[src/rtl/core_pkg.sv]
// Shared core types and widths.
// Entry layout used by the fetch-side instruction buffer.
package core_pkg;

  localparam int XLEN = 64;
  localparam int IW   = 32;

  typedef struct packed {
    logic [XLEN-1:0] pc;
    logic [IW-1:0]   instr;
  } ibuf_entry_t;

endpackage

[src/rtl/sync_fifo_ctrl.sv]
// Pointer and occupancy control for a power-of-two FIFO.
// Flush wins over push and pop; full blocks push even with a pop.
module sync_fifo_ctrl #(
  parameter int DEPTH = 4
) (
  input  logic                       clk,
  input  logic                       rst_n,
  input  logic                       flush,
  input  logic                       push_req,
  input  logic                       pop_req,
  output logic                       wr_en,
  output logic [$clog2(DEPTH)-1:0]   wr_ptr,
  output logic [$clog2(DEPTH)-1:0]   rd_ptr,
  output logic                       full,
  output logic                       empty,
  output logic [$clog2(DEPTH):0]     count
);

  localparam int PW = $clog2(DEPTH);
  localparam int CW = PW + 1;

  logic [PW-1:0] wr_ptr_q, wr_ptr_d;
  logic [PW-1:0] rd_ptr_q, rd_ptr_d;
  logic [CW-1:0] count_q, count_d;
  logic          rd_en;

  assign full   = (count_q == CW'(DEPTH));
  assign empty  = (count_q == '0);
  assign wr_en  = push_req && !full && !flush;
  assign rd_en  = pop_req && !empty && !flush;
  assign wr_ptr = wr_ptr_q;
  assign rd_ptr = rd_ptr_q;
  assign count  = count_q;

  // Next pointers and occupancy; flush clears everything.
  always_comb begin
    wr_ptr_d = wr_ptr_q;
    rd_ptr_d = rd_ptr_q;
    count_d  = count_q;
    if (wr_en) wr_ptr_d = wr_ptr_q + PW'(1);
    if (rd_en) rd_ptr_d = rd_ptr_q + PW'(1);
    unique case (1'b1)
      flush: begin
        wr_ptr_d = '0;
        rd_ptr_d = '0;
        count_d  = '0;
      end
      (wr_en && !rd_en): count_d = count_q + CW'(1);
      (rd_en && !wr_en): count_d = count_q - CW'(1);
      default: ;
    endcase
  end

  // Control state registers.
  always_ff @(posedge clk or negedge rst_n) begin
    if (!rst_n) begin
      wr_ptr_q <= '0;
      rd_ptr_q <= '0;
      count_q  <= '0;
    end else begin
      wr_ptr_q <= wr_ptr_d;
      rd_ptr_q <= rd_ptr_d;
      count_q  <= count_d;
    end
  end

endmodule

[src/rtl/ifu_ibuf.sv]
// Instruction buffer between fetch and decode.
// Registered-only outputs; no fall-through from in_* to out_*.
module ifu_ibuf #(
  parameter int XLEN  = 64,
  parameter int DEPTH = 4,
  parameter int IW    = 32
) (
  input  logic                    clk,
  input  logic                    rst_n,
  input  logic                    flush,
  input  logic                    in_valid,
  input  logic [XLEN-1:0]         in_pc,
  input  logic [IW-1:0]           in_instr,
  output logic                    in_ready,
  output logic                    out_valid,
  output logic [XLEN-1:0]         out_pc,
  output logic [IW-1:0]           out_instr,
  input  logic                    out_ready,
  output logic [$clog2(DEPTH):0]  count
);

  import core_pkg::*;

  localparam int PW = $clog2(DEPTH);

  logic          wr_en;
  logic [PW-1:0] wr_ptr;
  logic [PW-1:0] rd_ptr;
  logic          full;
  logic          empty;

  ibuf_entry_t   mem_q [DEPTH];
  ibuf_entry_t   mem_d [DEPTH];
  ibuf_entry_t   head;

  sync_fifo_ctrl #(
    .DEPTH (DEPTH)
  ) u_ctrl (
    .clk      (clk),
    .rst_n    (rst_n),
    .flush    (flush),
    .push_req (in_valid),
    .pop_req  (out_ready),
    .wr_en    (wr_en),
    .wr_ptr   (wr_ptr),
    .rd_ptr   (rd_ptr),
    .full     (full),
    .empty    (empty),
    .count    (count)
  );

  // Write the incoming pair into the tail slot on accept.
  always_comb begin
    mem_d = mem_q;
    if (wr_en) begin
      mem_d[wr_ptr] = '{pc: in_pc, instr: in_instr};
    end
  end

  // Storage; cleared only by reset, flush just drops pointers.
  always_ff @(posedge clk or negedge rst_n) begin
    if (!rst_n) begin
      for (int i = 0; i < DEPTH; i++) begin
        mem_q[i] <= '0;
      end
    end else begin
      mem_q <= mem_d;
    end
  end

  assign head      = mem_q[rd_ptr];
  assign out_pc    = head.pc;
  assign out_instr = head.instr;
  assign out_valid = !empty;
  assign in_ready  = !full;

endmodule

[config.mk]
export PLATFORM = sky130hd
export DESIGN_NAME = ifu_ibuf
export DESIGN_NICKNAME = d
export VERILOG_FILES = /design/src/rtl/core_pkg.sv /design/src/rtl/sync_fifo_ctrl.sv /design/src/rtl/ifu_ibuf.sv
export SDC_FILE = /design/constraint.sdc
export NUM_CORES = 1
export LEC_CHECK = 0
export BUFFER_PORTS_ARGS = -buffer_cell sky130_fd_sc_hd__buf_2
export CORE_MARGIN = 2
export CORE_UTILIZATION = 53
export CTS_CLUSTER_DIAMETER = 150
export CTS_CLUSTER_SIZE = 8
export DETAILED_ROUTE_END_ITERATION = 8
export GPL_ROUTABILITY_DRIVEN = 0
export PLACE_DENSITY_LB_ADDON = 0.15
export SLEW_MARGIN = 15
export SYNTH_ARGS = -nofsm -noshare
export SYNTH_HDL_FRONTEND = slang
export SYNTH_SLANG_ARGS = --single-unit
[constraint.sdc]
create_clock -name clk -period 2.13 [get_ports clk]
set_input_delay 0.3195 -clock clk [delete_from_list [all_inputs] [get_ports clk]]
set_output_delay 0.3195 -clock clk [all_outputs]
set_load 0.01 [all_outputs]
==> impl_metrics.yaml, run 1 <==
detailed_routing:
  drc_errors: 0
  ant_nets: 0
  wl_um: 35970
  first_iter_violations: 436
  post_drt_wl_per_cell_um: 21.63
  dr.pass1.iters: 4
  routed_via_density: 5.690
  vias: 9463
flow_run:
  drv_cap: 0
worst_setup_path:
  slowest_delay_ns: 0.49
  cp_max_fo: 11
  cp.arrival_ns: 2.09
  worstReg2RegStart: "u_ctrl.count[2]"
  worst_r2r_path_depth: 6
  worst-path-buf-inv: 3
  slowest_stage: "mux4_2"
  crit_family: "buffers and inverters"
  path_class: "reg -> out"
  end_kind: "output pin"
  startpoint_type: "register"
  crit_chain: "buf_12, bufbuf_16, mux4_2, buf_2"
  rrSetupSlack_ns: 0.11
  worstReg2RegEnd: "mem_q[334]"
  required_ns: 1.81
synthesis:
  syn_inst: 983
  postSynth.asyncResetShare: 1.000
  syn_area_um2: 17060
  yosysMostFrequentCell: "dfrtp_1"
  seq_area_frac_synth: 0.5734
  synth.avg_cell_area_um2: 17.36
  synth_edf_count: 0
  synth_common_cells: "dfrtp_1 (391), mux2_2 (377), mux4_2 (96)"
  synth_area_leaders: "dfrtp_1 (57%), mux2_2 (25%), mux4_2 (13%)"
  synth_cell_types: 29
  synth_seq_cells: 391
  ys.flop_type: "dfrtp_1"
  ys_warn_count: 0
  synth_top_area_share: 0.5734
  synth_nets: 1091
  yosysTopAreaCell: "dfrtp_1"
cells_and_area:
  drive_gt1_frac: 0.6497
  nets: 1360
  area_growth_pct: 22.89
floorplanning:
  die_x_um: 183.4
  die_area_um2: 33650
  core_um2: 31640
  rows: 65
  initial_core_util: 0.5394
  die-height_um: 183.4
  ios: 202
timing:
  fmax_mhz: 414.4
  fin_crit_sh: 1.133
  fin_skew_ns: 0.02464
  fin_crit_ns: 2.413
  finalSetupTns_ns: -18.94
  setup_ws_ns: -0.2830
  slew_headroom: 0.6644
  slew_viol_final: 0
  hold_viol: 0
  rsz0062_at_grt: "true"
  setup_violations: 96
  tightest_slew_ns: 0.4970
placement:
  io_buffers: 201
  place_hpwl_um: 22680
  pre_cts_slack_ns: 0.1055
global_route:
  grt_max_degree: 71
  grt_pass1_vias: 10620
  antenna_found_initial: 5
  grt_pass1_wl_um: 58150
  track_usage: 0.2212
  grt_overflow: 0
clock_tree:
  cts_num_sinks: 391
  htree_levels: 2
  cts_tree: "done"
  clk_latency_ns: 0.55
  clockRootBuffer: "clkbuf_16"
  clockBufferDepth: 3
  clkTransAtPathRegs_ns: 0.05
  numCtsBuffers: 54
run_status:
  status: "finished with violations"
  violations: "setup timing"
power_and_ir_drop:
  power_density_nw_per_um2: 1495
  ir_drop_mv: 0.9455
  p_leak_nw: 9.321
hold_path:
  min_from: "in_pc[29]"
  hold_end: "mem_q[253]"
  min_path_cells: 2
  holdCritPathClass: "in -> reg"
==> logic make-up (layout without fill, tap and decap cells) <==
| family | Yosys count | in the layout | share of synthesized area |
|---|---|---|---|
| fa+ha+maj | 7 | 7 | 0.005573 |
| mux | 481 | 481 | 0.3807 |
| flops | 391 | 391 | 0.5734 |
| simple gates | 24 | 24 | 0.01056 |
| xor+xnor | 2 | 2 | 0.001027 |
| compound gates | 9 | 9 | 0.003593 |
| buf+inv | 69 | 342 | 0.02515 |
| other cells | 0 | 5 | 0 |
==> layout by cell type (no fill, tap or decap), drive strengths merged <==
cell           n
a21o           1
a21oi          2
mux2i          1
o21ai          2
dlygate4sd3    2
nand2          5
o211a          1
clkbuf        60
nand2b         3
xor2           2
buf          270
bufbuf         2
nor2           4
ha             6
or2            2
o31ai          2
nor3b          1
fa             1
diode          5
o311ai         1
nor4b          2
mux2         384
nor3           4
inv            6
clkinv         2
or3            3
dfrtp        391
mux4          96
==> registers in the layout, summed over array words and instances, names as in the netlist <==
name	count
mem_q	384
u_ctrl.count	3
u_ctrl.rd_ptr	2
u_ctrl.wr_ptr	2
==> area by class of cell <==
| cell class | count | area (um^2) |
|---|---|---|
| Antenna cell | 5 | 12.51 |
| Clock inverter | 2 | 32.53 |
| Multi-Input combinational cell | 523 | 6870 |
| Timing Repair Buffer | 276 | 2349 |
| Fill cell | 2156 | 10670 |
| Sequential cell | 391 | 9793 |
| Tap cell | 402 | 503.0 |
| Clock buffer | 58 | 1388 |
| Inverter | 6 | 22.52 |
==> what timing repair did <==
item | 4_1_cts | 5_1_grt
hold buffers | 2 | 0
resized for setup | 38 | 21
setup buffers | 9 | 4
cloned | 4 | 2
endpoints found under the hold margin | 46 | 0
setup endpoints to repair | 96 | 99
==> worst max path at each step <==
stage,startpoint,to,slack [ns],depth (start not counted)
final,u_ctrl.rd_ptr[0],out_pc[44],-0.28,4
after global routing,u_ctrl.rd_ptr[0],out_pc[43],-0.34,4
after CTS,u_ctrl.rd_ptr[0],out_pc[44],-0.34,4
after detailed placement,u_ctrl.count[2],mem_q[305],0.11,6
after global placement,u_ctrl.count[2],mem_q[339],0.14,6
after floorplan,u_ctrl.count[0],u_ctrl.count[2],0.10,7
==> where the power goes <==
part	internal [mW]	total (mW)	switching [mW]
Sequential	10.8	12.4	1.63
Clock	4.51	7.40	2.89
Combinational	7.25	11.5	4.30
==> routing by layer <==
metal | vias up | wire length, um | part of all wire | GRT usage
met2 | 203 | 18030 | 0.50 | 0.3733
li1 | 4218 | - | - | -
met4 | 4 | 634 | 0.018 | 0.05792
met3 | 56 | 1849 | 0.051 | 0.04774
met5 | - | 14 | 0.00039 | 0
met1 | 4982 | 15430 | 0.43 | 0.2938
==> stage by stage <==
step	std cells	hold WS, ns	utilization	total power, mW	cell area (um^2)
detailed placement	1578	0.2941	0.5985	22.75	18930
CTS	1653	0.005429	0.6567	31.28	20780
floorplan	983	0.02391	-	19.06	17060
global placement	1578	0.2920	0.5985	22.36	18930
finish	1663	0.02743	0.6628	31.34	20970
global route	1659	0.02073	0.6625	33.16	20960
No activity file was read; power rests on OpenSTA's default activity.
==> run 2, diff against run 1 <==
- CORE_UTILIZATION: 53 -> 39
==> impl_metrics.yaml, run 2 (same netlist as run 1, synthesis figures left out) <==
timing:
  rsz0062_at_grt: "true"
  fin_crit_sh: 1.132
  fin_crit_ns: 2.410
  tightest_slew_ns: 0.3796
  finalSetupTns_ns: -21.58
  slew_headroom: 0.7437
  slew_viol_final: 0
  fmax_mhz: 414.9
  fin_skew_ns: 0.01105
  setup_ws_ns: -0.2803
  setup_violations: 96
  hold_viol: 0
power_and_ir_drop:
  p_int_mw: 23.02
  p_comb_frac: 0.378
  p_leak_nw: 9.779
  p_sw_mw: 9.018
  pwr-share-seq: 0.385
  ir_drop_mv: 0.8109
  p_clk_frac: 0.237
  netSwitchingFraction: 0.2815
  power_density_nw_per_um2: 1435
worst_setup_path:
  startpoint_type: "register"
  end_kind: "output pin"
  cp_max_fo: 5
  required_ns: 1.81
  cp.arrival_ns: 2.09
  path_class: "reg -> out"
clock_tree:
  clockRootBuffer: "clkbuf_16"
  clkTransAtPathRegs_ns: 0.05
  clockBufferDepth: 3
  cts_num_sinks: 391
  htree_levels: 2
  cts_tree: "done"
  numCtsBuffers: 54
  clk_latency_ns: 0.58
cells_and_area:
  mostFrequentLayoutCells: "dfrtp_1 (389), mux2_2 (377), buf_2 (144)"
  final_common_cell: "dfrtp_1"
  nFillCells: 3673
  drive_gt1_frac: 0.6071
  top_register: "mem_q"
  largest_register_ffs: 384
  area_growth_pct: 30.83
  nets: 1453
  postLayoutCoreUtil: 0.5171
floorplanning:
  ios: 202
  core_um2: 43170
  die_x_um: 213.2
  die_area_um2: 45440
  die-height_um: 213.2
  initial_core_util: 0.3953
  rows: 76
placement:
  io_buffers: 201
  place_hpwl_um: 24280
global_route:
  track_usage: 0.1773
  antenna_found_initial: 2
  grt_max_degree: 65
  grt_overflow: 0
  grt_pass1_vias: 10800
  grt_pass1_wl_um: 61740
run_status:
  status: "finished with violations"
  violations: "setup timing"
detailed_routing:
  routed_via_density: 5.052
  first_iter_violations: 348
  post_drt_wl_per_cell_um: 20.17
  wl_um: 39040
  vias: 9781
  ant_nets: 0
  drc_errors: 0
  dr.pass1.iters: 4
hold_path:
  holdCritPathClass: "in -> reg"
flow_run:
  drv_cap: 0
-- run 2: cell types whose count changed in the layout (fill, tap and decap cells not counted), moves of 2 or more --
cell           delta
buf_4             -4
clkbuf_16         +2
buf_16            +2
clkinv_8          -2
buf_2            -15
dlygate4sd3_1    +89
diode_2           -3
buf_12            +6
buf_6            +16
-- run 2: through the flow --
stage / area (um^2) / hold slack [ns] / worst slack (ns) / cells / total power [mW]
finish: 22330 / 0.03816 / -0.2803 / 1936 / 32.04
global route: 22330 / 0.02409 / -0.3498 / 1936 / 33.97
CTS: 22030 / 0.001170 / -0.3348 / 1927 / 31.84
detailed placement: 19310 / 0.2165 / 0.01253 / 1766 / 22.98
global placement: 19310 / 0.2162 / 0.09315 / 1766 / 22.71
floorplan: 17060 / 0.02391 / 0.1030 / 983 / 19.06
-- run 2: what timing repair did --
item	4_1_cts	5_1_grt
pin swaps	1	0
resized for setup	40	39
endpoints found under the hold margin	556	0
endpoints found under the setup margin	98	98
hold buffers	91	0
cloned	3	2
buffers inserted	7	5
-- run 2: final cells by class --
| cell class | instances | area [um^2] | share of cell area |
|---|---|---|---|
| Multi-Input combinational cell | 523 | 6879 | 0.3081 |
| Inverter | 6 | 22.52 | 0.001009 |
| Clock buffer | 60 | 1438 | 0.06439 |
| Antenna cell | 2 | 5.005 | 0.0002242 |
| Timing Repair Buffer | 369 | 3457 | 0.1549 |
| Sequential cell | 391 | 9792 | 0.4386 |
| Tap cell | 585 | 732.0 | 0.03279 |
-- run 2: power by group through the flow --
stage	Sequential (mW)	Combinational [mW]	Clock, mW
final	12.3	12.1	7.60
after global routing	12.8	13.0	8.16
after CTS	12.4	11.6	7.91
after detailed placement	12.4	10.5	0
after global placement	12.3	10.4	0
after floorplan	11.9	7.15	0
-- run 2: final timing paths --
check,endpoint,slack [ns],start,depth (start not counted)
min in group asynchronous,mem_q[6],0.23,rst_n,2
min,mem_q[292],0.04,in_instr[4],2
max reg2reg,mem_q[370],0.14,u_ctrl.count[2],6
min reg2reg,mem_q[251],0.49,mem_q[251],1
max in group asynchronous,mem_q[309],1.11,rst_n,4
max,out_instr[18],-0.28,u_ctrl.rd_ptr[0],5
-- run 2: per-layer routing --
layer / GRT usage / part of all wire / vias up
met5: 0 / 0 / -
met4: 0.05005 / 0.017 / 0
met3: 0.03986 / 0.048 / 44
met2: 0.2844 / 0.47 / 182
met1: 0.2432 / 0.47 / 5151
li1: - / - / 4404
-- run 2: worst max-delay path, stage by stage (launching register included) --
cell       delay, ns
dfrtp_4         0.50
buf_4           0.15
buf_8           0.13
clkbuf_16       0.16
mux4_2          0.43
buf_6           0.14
